<file path="src/rtl/encoder_defs.vh">
// Constants shared by the encoder and arbiter family: priority direction
// encodings and the default width of saturating event counters.
`ifndef ENCODER_DEFS_VH
`define ENCODER_DEFS_VH

`define ENC_LSB_FIRST   1'b0
`define ENC_MSB_FIRST   1'b1
`define ENC_DEFAULT_CW  8

`endif

</file>
<file path="src/rtl/prio_encoder_pipe_pkg.sv">
// Shared types and constants for the pipelined priority encoder.
`include "encoder_defs.vh"

package prio_encoder_pipe_pkg;

    typedef enum logic {
        PRIO_LSB_FIRST = `ENC_LSB_FIRST,
        PRIO_MSB_FIRST = `ENC_MSB_FIRST
    } prio_dir_e;

    localparam int PRIO_DEFAULT_CW = `ENC_DEFAULT_CW;

endpackage

</file>
<file path="src/rtl/prio_encoder_pipe_if.sv">
// Request/result bus of the pipelined priority encoder.
// valid/ready: a transfer happens on a rising edge where both valid and ready
// are 1; a source holds valid and its payload stable until that transfer.
interface prio_encoder_pipe_if #(
    parameter int N = 8
);
    localparam int W = $clog2(N);

    logic         in_valid;
    logic         in_ready;
    logic [N-1:0] in_data;
    logic         in_msb_first;
    logic         out_valid;
    logic         out_ready;
    logic [W-1:0] out_idx;
    logic         out_zero;
    logic         out_multi;

    modport master (
        output in_valid, in_data, in_msb_first, out_ready,
        input  in_ready, out_valid, out_idx, out_zero, out_multi
    );

    modport slave (
        input  in_valid, in_data, in_msb_first, out_ready,
        output in_ready, out_valid, out_idx, out_zero, out_multi
    );
endinterface

</file>
<file path="src/rtl/prio_encode_core.sv">
// Combinational N-to-log2(N) priority encoder with direction select and
// zero / multi-hot detection.
module prio_encode_core
    import prio_encoder_pipe_pkg::*;
#(
    parameter int N = 8,
    localparam int W = $clog2(N)
) (
    input  logic [N-1:0] in_data,
    input  logic         msb_first,
    output logic [W-1:0] idx,
    output logic         zero,
    output logic         multi
);

    logic seen;

    always_comb begin
        idx   = '0;
        seen  = 1'b0;
        multi = 1'b0;
        zero  = ~|in_data;
        if (msb_first == PRIO_MSB_FIRST) begin
            // Later iterations overwrite, so the highest set bit wins.
            for (int i = 0; i < N; i++) begin
                if (in_data[i]) idx = W'(i);
            end
        end else begin
            for (int i = N - 1; i >= 0; i--) begin
                if (in_data[i]) idx = W'(i);
            end
        end
        for (int i = 0; i < N; i++) begin
            if (in_data[i] && seen) multi = 1'b1;
            seen = seen | in_data[i];
        end
    end

endmodule

</file>
<file path="src/rtl/prio_encoder_pipe.sv">
// Single-entry registered priority encoder with valid/ready on both sides
// and a saturating count of accepted multi-hot requests.
module prio_encoder_pipe
    import prio_encoder_pipe_pkg::*;
#(
    parameter int N  = 8,
    parameter int CW = PRIO_DEFAULT_CW,
    localparam int W = $clog2(N)
) (
    input  logic                 clk,
    input  logic                 rst_n,
    prio_encoder_pipe_if.slave   bus,
    output logic [CW-1:0]        err_cnt,
    input  logic                 clr_err
);

    logic [W-1:0]  enc_idx;
    logic          enc_zero;
    logic          enc_multi;
    logic          accept;
    logic          in_ready;

    logic          out_valid_q, out_valid_d;
    logic [W-1:0]  out_idx_q, out_idx_d;
    logic          out_zero_q, out_zero_d;
    logic          out_multi_q, out_multi_d;
    logic [CW-1:0] err_cnt_q, err_cnt_d;

    prio_encode_core #(.N(N)) u_core (
        .in_data   (bus.in_data),
        .msb_first (bus.in_msb_first),
        .idx       (enc_idx),
        .zero      (enc_zero),
        .multi     (enc_multi)
    );

    assign in_ready = !out_valid_q || bus.out_ready;
    assign accept   = bus.in_valid && in_ready;

    always_comb begin
        out_valid_d = out_valid_q;
        out_idx_d   = out_idx_q;
        out_zero_d  = out_zero_q;
        out_multi_d = out_multi_q;
        err_cnt_d   = err_cnt_q;
        if (accept) begin
            out_valid_d = 1'b1;
            out_idx_d   = enc_idx;
            out_zero_d  = enc_zero;
            out_multi_d = enc_multi;
        end else if (bus.out_ready) begin
            out_valid_d = 1'b0;
        end
        // Clear takes priority over a coincident multi-hot increment.
        if (clr_err) begin
            err_cnt_d = '0;
        end else if (accept && enc_multi && (err_cnt_q != {CW{1'b1}})) begin
            err_cnt_d = err_cnt_q + 1'b1;
        end
    end

    always_ff @(posedge clk or negedge rst_n) begin
        if (!rst_n) begin
            out_valid_q <= 1'b0;
            out_idx_q   <= '0;
            out_zero_q  <= 1'b0;
            out_multi_q <= 1'b0;
            err_cnt_q   <= '0;
        end else begin
            out_valid_q <= out_valid_d;
            out_idx_q   <= out_idx_d;
            out_zero_q  <= out_zero_d;
            out_multi_q <= out_multi_d;
            err_cnt_q   <= err_cnt_d;
        end
    end

    assign bus.in_ready  = in_ready;
    assign bus.out_valid = out_valid_q;
    assign bus.out_idx   = out_idx_q;
    assign bus.out_zero  = out_zero_q;
    assign bus.out_multi = out_multi_q;
    assign err_cnt       = err_cnt_q;

endmodule

</file>
<file path="src/flat_wrapper.sv">
// flat-port wrapper written by rule: the top's interface ports become plain ports
module prio_encoder_pipe_flat import prio_encoder_pipe_pkg::*;
#(
    parameter int N  = 8,
    parameter int CW = PRIO_DEFAULT_CW,
    localparam int W = $clog2(N)
)
  (clk, rst_n, err_cnt, clr_err, bus_in_valid, bus_in_data, bus_in_msb_first, bus_out_ready, bus_in_ready, bus_out_valid, bus_out_idx, bus_out_zero, bus_out_multi);
  prio_encoder_pipe_if #(.N(N)) bus_i ();
  input  logic clk;
  input  logic rst_n;
  output logic [CW-1:0] err_cnt;
  input  logic clr_err;
  input wire logic [$bits(bus_i.in_valid)-1:0] bus_in_valid;
  input wire logic [$bits(bus_i.in_data)-1:0] bus_in_data;
  input wire logic [$bits(bus_i.in_msb_first)-1:0] bus_in_msb_first;
  input wire logic [$bits(bus_i.out_ready)-1:0] bus_out_ready;
  output wire logic [$bits(bus_i.in_ready)-1:0] bus_in_ready;
  output wire logic [$bits(bus_i.out_valid)-1:0] bus_out_valid;
  output wire logic [$bits(bus_i.out_idx)-1:0] bus_out_idx;
  output wire logic [$bits(bus_i.out_zero)-1:0] bus_out_zero;
  output wire logic [$bits(bus_i.out_multi)-1:0] bus_out_multi;
  assign bus_i.in_valid = bus_in_valid;
  assign bus_i.in_data = bus_in_data;
  assign bus_i.in_msb_first = bus_in_msb_first;
  assign bus_i.out_ready = bus_out_ready;
  assign bus_in_ready = bus_i.in_ready;
  assign bus_out_valid = bus_i.out_valid;
  assign bus_out_idx = bus_i.out_idx;
  assign bus_out_zero = bus_i.out_zero;
  assign bus_out_multi = bus_i.out_multi;
  prio_encoder_pipe #(.N(N), .CW(CW)) u_core (.clk(clk), .rst_n(rst_n), .bus(bus_i), .err_cnt(err_cnt), .clr_err(clr_err));
endmodule
</file>
<file path="config.mk">
export PLATFORM = sky130hd
export DESIGN_NAME = prio_encoder_pipe_flat
export DESIGN_NICKNAME = d
export VERILOG_FILES = /design/src/rtl/prio_encoder_pipe_pkg.sv /design/src/rtl/prio_encoder_pipe_if.sv /design/src/rtl/prio_encode_core.sv /design/src/rtl/prio_encoder_pipe.sv /design/src/flat_wrapper.sv
export VERILOG_INCLUDE_DIRS = /design/src /design/src/rtl
export SDC_FILE = /design/constraint.sdc
export NUM_CORES = 1
export LEC_CHECK = 0
export ABC_AREA = 1
export BUFFER_PORTS_ARGS = -buffer_cell sky130_fd_sc_hd__buf_2
export CORE_MARGIN = 2
export CORE_UTILIZATION = 45
export CTS_CLUSTER_DIAMETER = 50
export DETAILED_ROUTE_END_ITERATION = 16
export PLACE_DENSITY = 0.82
export SYNTH_ARGS = -nofsm -noshare
export SYNTH_HDL_FRONTEND = slang
export SYNTH_SLANG_ARGS = --single-unit
</file>
<file path="constraint.sdc">
create_clock -name clk -period 1.3 [get_ports clk]
set_input_delay 0.195 -clock clk [delete_from_list [all_inputs] [get_ports clk]]
set_output_delay 0.195 -clock clk [all_outputs]
set_load 0.005 [all_outputs]
</file>
==> metrics.cfg, run 1 <==
[cells_and_area]
layout-drive-gt1-share=0.337
antenna_cells=0
regArea_um2=350
final_nets=188
layout_commonest_cell=nand2_1
nFillCells=187
multi_input_area_um2=567
area_growth_syn_to_layout_pct=38.2
layout_common_cells=nand2_1, buf_2, inv_1, dfrtp_1, nor2_1

[sta]
relSlewSlack=0.788
whs_ns=0.198
finalCriticalPeriod_ns=1.32
rsz0062_at_grt=true
worst_slack_ns=-0.0196
hold_viol_final=0
fmax_ghz=0.758
skew_ns=0.00396
setup_viol=8
fin_setup_tns_ns=-0.0925
report.final.slew_viol_count=0
finalCritPeriodShare=1.02
tightest_slew_ns=0.315

[synthesis]
ys_seq_area_frac=0.378
synth.net_count=143
syn_avg_cell_area_um2=7.23
synth_area_um2=926
synth_top_area_cell=dfrtp_1
ys_types=24
synth_cells=128
yosysWarnings=0
synth_top_area_share=0.378
ys_ff_latch=14
synth_area_leaders=dfrtp_1, nand2_1, inv_1

[critical_path]
crit_buf_inv=1
crit_arrival_ns=1.49
crit_path_max_incr_delay_ns=0.40
cp_cell_sequence=ha_2 > nand4_1 > nand3b_4 > buf_4 > nand3_2 > nand3_1 > nand2_1
path_delay_family=simple AND/OR/NAND/NOR gates
r2r_end=u_core.err_cnt[0]
crit_type=reg2reg
rr_worst_depth=7
critPathLaunchType=register
cp_slowest_cell=dfrtp_1
reg2reg_from=u_core.err_cnt[0]
cp-end-kind=register
rrSetupSlack_ns=-0.02
cp.required_ns=1.47
cp_max_fo=4

[route]
dr.pass1.iters=5
wl_met1_um=936
wl_met2_um=1280
finalWirelength_um=2360
routedWlPerCell_um=11.8
wl_met3_um=122
top_layer_used=met4
drtIter0Drc=31
vias=1002
drc=0
antenna_left=0
vias_per_cell=5.04

[floorplanning]
ioPinCount=29
core-area_um2=1940
initial_core_util=0.477
num_rows=16
fp.dieArea_um2=2440
die_y_um=49.4
fp.dieW_um=49.4

[cts]
clock_path_buffers=2
cts_num_sinks=14
cts_buffers=3
root_buffer=clkbuf_4
cts_tree=yes
path_clk_slew_ns=0.08
worst_skew_pair.late_latency_ns=0.28
cts_max_level=1

[grt]
antenna_found_initial=0
grt_pass1_wl_um=3650
grt.overflow.total=0
track_usage=0.193
grt_pass1_vias=874
grt_max_degree=15

[place]
numPortBuffers=28
gp_congestion=0.848
dp_hpwl_um=1800

[run_status]
violations=setup timing
status=complete, but fails checks

[min_path]
min_path_type=in2reg
whs_endpoint=u_core.bus.out_valid
hold_start=bus_out_ready
holdPathStages=4

[power_and_ir_drop]
p_leak_nw=0.729
ir_drop_v=0.000864
power_density_nw_per_um2=853

[flow_run]
max_cap_viol_count=0

## state kept, by name (all words and copies together), names as in the netlist
name / cells
u_core.bus.out_valid: 1
u_core.bus.out_idx: 3
u_core.bus.out_zero: 1
u_core.bus.out_multi: 1
u_core.err_cnt: 8
## worst max-delay path by stage
stage / from / to / slack (ns) / cells after the start
2_1_floorplan: u_core.err_cnt[0] / u_core.err_cnt[3] / 0.007 / 7
6_report: u_core.err_cnt[0] / u_core.err_cnt[0] / -0.02 / 7
3_5_place_dp: bus_in_data[3] / u_core.err_cnt[2] / -0.04 / 9
4_1_cts: u_core.err_cnt[0] / u_core.err_cnt[7] / 0.004 / 8
3_3_place_gp: bus_in_data[3] / u_core.err_cnt[0] / 0.01 / 9
5_1_grt: u_core.err_cnt[0] / u_core.err_cnt[0] / -0.12 / 7
## timing repair
action / in CTS / in global routing
endpoints found under the hold margin: 14 / 0
setup buffers: 1 / 2
pin swaps: 1 / 3
setup endpoints to repair: 6 / 8
resized for setup: 3 / 7
hold buffers: 1 / 0
gates cloned: 1 / 0
## cell type report
class,count,area share
tap,27,0.0264
multi-input combinational,99,0.443
timing repair buffer,40,0.185
inverter,15,0.0440
sequential,14,0.274
clock buffer,4,0.0283
## through the flow
stage                     setup WS [ns]  utilization  total power, mW  cells  instance area [um2]
after floorplan                 0.00692            -            0.632    128                  928
after global placement           0.0104        0.597            0.757    190                 1160
after detailed placement        -0.0381        0.597            0.768    190                 1160
after CTS                       0.00438        0.637             1.09    197                 1240
after global routing             -0.118        0.659             1.16    199                 1280
final                           -0.0196        0.659             1.09    199                 1280
## report_power, final
part           total, mW  switching, mW  internal (mW)
sequential         0.496         0.0249          0.471
clock              0.308          0.138          0.170
combinational      0.287          0.162          0.126
## routing by layer
layer	vias to the layer above	global-route usage
met5	-	0
met3	2	0.0276
met4	0	0.0667
met2	37	0.351
met1	462	0.229
li1	501	-
## synth_stat cells
cell type and number:
nand2_1 43, dfrtp_1 14, inv_1 14, nor2_1 12
nand3_1 10, o21ai_0 6, a21oi_1 5, xor2_1 4
nand4_1 3, nor2_4 2, o21ai_1 2, a21boi_0 1
clkbuf_1 1, clkinv_1 1, ha_1 1, nand2_4 1
nand3_2 1, nand3_4 1, nand3b_4 1, nor2_2 1
nor3b_1 1, o221ai_1 1, o31ai_1 1, xnor2_1 1
## cell families after synthesis
logic type               Yosys count  synth area share
AO/OA/AOI/OAI                     16            0.0960
AND/OR/NAND/NOR                   76             0.400
buffers and inverters             16            0.0649
adder cells (fa/ha/maj)            1            0.0135
XOR/XNOR                           5            0.0473
flip-flops                        14             0.378
## worst min-delay path, stage by stage
cell,delay (ns)
buf_2,0.07
inv_1,0.03
nand2_1,0.09
nand2_1,0.06
No activity file was read; power rests on OpenSTA's default activity.
==> run 2: changes to the inputs <==
--- a/config.mk
+++ b/config.mk
@@ -8,7 +8,7 @@
 export LEC_CHECK = 0
 export ABC_AREA = 1
 export BUFFER_PORTS_ARGS = -buffer_cell sky130_fd_sc_hd__buf_2
-export CORE_MARGIN = 2
+export CORE_ASPECT_RATIO = 1.2
 export CORE_UTILIZATION = 45
 export CTS_CLUSTER_DIAMETER = 50
 export DETAILED_ROUTE_END_ITERATION = 16
==> run 2 against run 1 <==
Cell count fell by 4.5%. Clock power fell by 1%. Critical path depth did not move. Global-route usage rose by 3.2 points. Largest cell class unchanged. Highest routed layer unchanged. Count of clock-buffer cells in the layout did not move. Total power fell by 0.85%. Wire length fell by 5.2%. The run ends with DRC, setup timing left.
==> metrics.cfg, run 2 (synthesis gave the netlist of run 1 again) <==
[sta]
report.final.slew_viol_count=0
setup_viol=8
worst_slack_ns=-0.0312
rsz0062_at_grt=true
tightest_slew_ns=0.319
relSlewSlack=0.787
hold_viol_final=0
whs_ns=0.186
skew_ns=0.00277
fmax_ghz=0.751
finalCriticalPeriod_ns=1.33
finalCritPeriodShare=1.02

[run_status]
violations=DRC, setup timing
status=complete, but fails checks

[grt]
grt.overflow.total=0
antenna_found_initial=0
grt_pass1_vias=961
track_usage=0.225
grt_max_degree=15
grt_pass1_wl_um=3760

[floorplanning]
core-area_um2=1890
initial_core_util=0.489
die_y_um=51.7
ioPinCount=29
fp.dieArea_um2=2240
num_rows=17
fp.dieW_um=43.4

[route]
finalWirelength_um=2230
drtIter0Drc=21
dr.pass1.iters=11
antenna_left=0
routedWlPerCell_um=11.8
vias=986
drc=4
vias_per_cell=5.19

[critical_path]
crit_end=u_core.err_cnt[7]
rr_worst_depth=7
path_common_cell=nand2_1
cp-end-kind=register
crit_arrival_ns=1.50
crit_type=reg2reg
r2r_end=u_core.err_cnt[7]
reg2reg_from=u_core.err_cnt[0]
cp.required_ns=1.47
crit_path_max_incr_delay_ns=0.38
cp_max_fo=8
critPathLaunchType=register
rrSetupSlack_ns=-0.03
cp_cell_sequence=ha_2 > nand4_1 > nand3b_4 > nand3_4 > nand2_4 > nand2_1 > nand2_1
cp_slowest_cell=dfrtp_1
cp-startpoint=u_core.err_cnt[0]

[cts]
cts_buffers=3
path_clk_slew_ns=0.08
cts_tree=yes
worst_skew_pair.late_latency_ns=0.27
root_buffer=clkbuf_4
clock_path_buffers=2
cts_max_level=1
cts_num_sinks=14

[cells_and_area]
final_core_util=0.656
final_nets=187
area_growth_syn_to_layout_pct=34.1
largest_register_ffs=8
layout_common_cells=nand2_1, buf_2, dfrtp_1
finalNonFillerCells=190
antenna_cells=0
layout-drive-gt1-share=0.310
layout_commonest_cell=nand2_1

[place]
numPortBuffers=28
dp.cells=183
gp_congestion=0.858
dp_hpwl_um=1740

[min_path]
min_path_type=in2reg

[power_and_ir_drop]
p_leak_nw=0.722
ir_drop_v=0.000535
power_density_nw_per_um2=872

[flow_run]
max_cap_viol_count=0

==> run 2: power by group <==
part / leakage (nW) / internal [mW] / switching [mW]
combinational: 0.518 / 0.124 / 0.159
sequential: 0.183 / 0.471 / 0.0233
clock: 0.0210 / 0.170 / 0.134
total: 0.722 / 0.766 / 0.316
==> run 2: worst min-delay path by stage <==
stage	from	end	slack, ns	cells after the start
2_1_floorplan	rst_n	u_core.bus.out_idx[0]	-0.10	0
3_3_place_gp	rst_n	u_core.bus.out_multi	0.10	1
3_5_place_dp	rst_n	u_core.bus.out_multi	0.11	1
4_1_cts	bus_out_ready	u_core.bus.out_valid	0.18	4
5_1_grt	bus_out_ready	u_core.bus.out_valid	0.24	4
6_report	bus_out_ready	u_core.bus.out_valid	0.19	4
==> run 2: timing repair <==
action | CTS | global route
endpoints found under the setup margin | 8 | 9
resized for setup | 4 | 1
gates cloned | 1 | 0
endpoints found under the hold margin | 14 | 0
hold buffers | 1 | 0
buffers inserted | 1 | 0
pin swaps | 4 | 2
==> run 2: area by class of cell <==
cell class / count / area [um2]
tap: 19 / 23.8
inverter: 15 / 56.3
sequential: 14 / 350
clock buffer: 4 / 36.3
fill: 172 / 652
timing repair buffer: 39 / 229
multi-input combinational: 99 / 546
==> run 2: per-layer routing <==
| metal | vias up | wire length, um | GRT usage |
|---|---|---|---|
| met5 | - | 0 | 0 |
| met1 | 444 | 855 | 0.235 |
| li1 | 501 | - | - |
| met2 | 33 | 1240 | 0.429 |
| met4 | 0 | 60 | 0.141 |
| met3 | 8 | 78 | 0.0104 |
==> run 2: per-stage QoR <==
step	worst slack (ns)	TNS [ns]	power (mW)	instance area [um2]
6_report	-0.0312	-0.143	1.08	1240
3_5_place_dp	-0.0469	-0.305	0.765	1160
3_3_place_gp	0.00568	0	0.753	1160
4_1_cts	-0.0249	-0.0249	1.09	1240
2_1_floorplan	0.00692	0	0.632	928
5_1_grt	-0.0938	-0.637	1.15	1240
==> run 2: worst max-delay path, delay by kind of cell, from the launching register on <==
kind	cells	cell delay, ns
adders and majority gates	1	0.19
DFF	1	0.38
and+or+nand+nor	6	0.65
==> run 3: changes to the inputs <==
--- a/config.mk
+++ b/config.mk
@@ -6,13 +6,12 @@
 export SDC_FILE = /design/constraint.sdc
 export NUM_CORES = 1
 export LEC_CHECK = 0
-export ABC_AREA = 1
 export BUFFER_PORTS_ARGS = -buffer_cell sky130_fd_sc_hd__buf_2
 export CORE_ASPECT_RATIO = 1.2
-export CORE_UTILIZATION = 45
+export CORE_UTILIZATION = 44
 export CTS_CLUSTER_DIAMETER = 50
 export DETAILED_ROUTE_END_ITERATION = 16
-export PLACE_DENSITY = 0.82
+export PLACE_DENSITY = 0.8
 export SYNTH_ARGS = -nofsm -noshare
 export SYNTH_HDL_FRONTEND = slang
 export SYNTH_SLANG_ARGS = --single-unit
==> run 3 against run 2 <==
Clock power grew 7.6%. Critical path depth shrank 1. Synthesized cell count shrank 22%. Fmax shrank 28%. The flow still finishes with violations (DRC, setup timing). Combinational power shrank 8.5%. Count of clock-buffer cells in the layout is the same. Wire length grew 26%. Largest power group unchanged. Non-clock buffer count grew 21. Critical path type is now in2reg. Global-route usage grew 0.34 points. Total power shrank 2.1%.
==> metrics.cfg, run 3 <==
[cells_and_area]
area_growth_syn_to_layout_pct=57.4
nFillCells=121
largest_register_ffs=8
final_core_util=0.757
antenna_cells=0
layout_commonest_cell=buf_2
final_nets=177
layout_common_cells=buf_2, buf_4, dfrtp_1
layout-drive-gt1-share=0.528

[power_and_ir_drop]
power.share.switching=0.283
power_switching_uw=300
p_leak_nw=0.670
seq_power_share=0.446
power_density_nw_per_um2=739
intPower_uw=760
power_frac_comb=0.246
ir_drop_v=0.000422
p_clk_frac=0.308

[critical_path]
crit_path_max_incr_delay_ns=0.56
rr_worst_depth=6
cp_max_fo=4
crit_type=in2reg
cp_cell_sequence=buf_6 > or4_4 > a2111o_1 > a32oi_4 > nor4_2 > mux2_4
crit_arrival_ns=2.03
critPathLaunchType=input pin
cp.required_ns=1.48
cp_slowest_cell=or4_4
cp-end-kind=register

[floorplanning]
num_rows=17
fp.dieW_um=43.5
fp.dieArea_um2=2260
initial_core_util=0.481
die_y_um=51.8
core-area_um2=1890
ioPinCount=29

[route]
drc=6
dr.pass1.iters=10
antenna_left=0
vias=1065
routedWlPerCell_um=15.6
finalWirelength_um=2810
drtIter0Drc=35
vias_per_cell=5.92

[synthesis]
ys_types=32
synth_area_um2=911
synth.net_count=115
synth_top_area_share=0.385
ys_seq_area_frac=0.385
synthFlopType=dfrtp_1
synthArstFlopShare=1.00
syn_avg_cell_area_um2=9.11
ys_ff_latch=14
yosysMostFrequentCell=dfrtp_1
synth_cells=100
yosysWarnings=0
synth-edff-count=0
synth_area_leaders=dfrtp_1, nand2_1, a21oi_1
ys_top_cells_by_count=dfrtp_1, nand2_1, nor2_1
synth_top_area_cell=dfrtp_1

[sta]
tightest_slew_ns=0.319
fmax_ghz=0.540
rsz0062_at_grt=true
finalCritPeriodShare=1.43
worst_slack_ns=-0.553
report.final.slew_viol_count=0
hold_viol_final=0
fin_setup_tns_ns=-4.43
relSlewSlack=0.787
setup_viol=9
finalCriticalPeriod_ns=1.85
skew_ns=0.00415

[cts]
cts_tree=yes
cts_buffers=3
cts_num_sinks=14
clock_path_buffers=2
path_clk_slew_ns=0.10
cts_max_level=1
worst_skew_pair.late_latency_ns=0.28
root_buffer=clkbuf_4

[min_path]
min_path_type=in2reg
holdPathStages=2

[flow_run]
max_cap_viol_count=0

[grt]
grt.overflow.total=0
grt_pass1_wl_um=3870
grt_max_degree=15
track_usage=0.228
antenna_found_initial=0
grt_pass1_vias=942

[place]
numPortBuffers=28
gp_congestion=0.784
place_worst_setup_slack_ns=-0.830
dp_hpwl_um=1680

[run_status]
status=complete, but fails checks
violations=DRC, setup timing

[run 3: power by group through the flow]
stage,Sequential (mW),Combinational [mW],Clock [mW]
floorplan,0.487,0.0892,0
global placement,0.481,0.203,0
detailed placement,0.482,0.211,0
CTS,0.473,0.228,0.324
global route,0.476,0.284,0.343
finish,0.473,0.260,0.327
[run 3: stage by stage]
| stage | power [mW] | hold WS [ns] | std cells | instance area [um2] |
|---|---|---|---|---|
| 2_1_floorplan | 0.577 | -0.101 | 100 | 916 |
| 3_3_place_gp | 0.684 | 0.103 | 166 | 1230 |
| 3_5_place_dp | 0.693 | 0.111 | 166 | 1230 |
| 4_1_cts | 1.03 | 0.125 | 173 | 1340 |
| 5_1_grt | 1.10 | 0.146 | 180 | 1430 |
| 6_report | 1.06 | 0.125 | 180 | 1430 |
[run 3: logic make-up (layout without fill, tap and decap cells)]
group           Yosys count  in the layout  synth area share
compound gates           28             29             0.220
fa+ha+maj                 1              1            0.0137
buf+inv                   6             66            0.0371
flops                    14             14             0.385
mux                       4              4            0.0563
simple gates             47             47             0.288
[run 3: repair_timing]
item	in CTS	in global routing
gates cloned	0	1
setup buffers	2	6
setup endpoints to repair	9	10
pin swaps	4	4
hold endpoints to repair	14	0
hold buffers	1	0
resized for setup	9	11
[run 3: final timing paths]
kind	from	end	slack (ns)
setup / recovery	bus_in_data[0]	u_core.err_cnt[7]	-0.55
hold / removal	bus_in_valid	u_core.bus.out_valid	0.12
setup reg to reg	u_core.err_cnt[0]	u_core.err_cnt[3]	-0.46
hold reg to reg	u_core.bus.out_idx[1]	u_core.bus.out_idx[1]	0.48
max in group asynchronous	rst_n	u_core.err_cnt[2]	0.73
min in group asynchronous	rst_n	u_core.err_cnt[7]	0.33
[run 3: cell type report]
class	instances	area, um2	share of cell area
Inverter	2	7.51	0.00524
Clock buffer	4	36.3	0.0253
Timing Repair Buffer	60	408	0.284
Sequential cell	14	350	0.244
Tap cell	19	23.8	0.0166
Multi-Input combinational cell	81	608	0.424
[run 3: critical path, delay by kind of cell]
kind,cells,cell delay (ns)
compound gates,2,0.78
simple gates,2,0.66
mux,1,0.30
buf+inv,1,0.09
[run 3: per-layer routing]
layer,vias to the layer above,share of wire,global-route usage
li1,498,-,-
met1,518,0.39,0.258
met2,43,0.54,0.422
met3,6,0.054,0.0347
met4,0,0.018,0.0885
met5,-,0,0
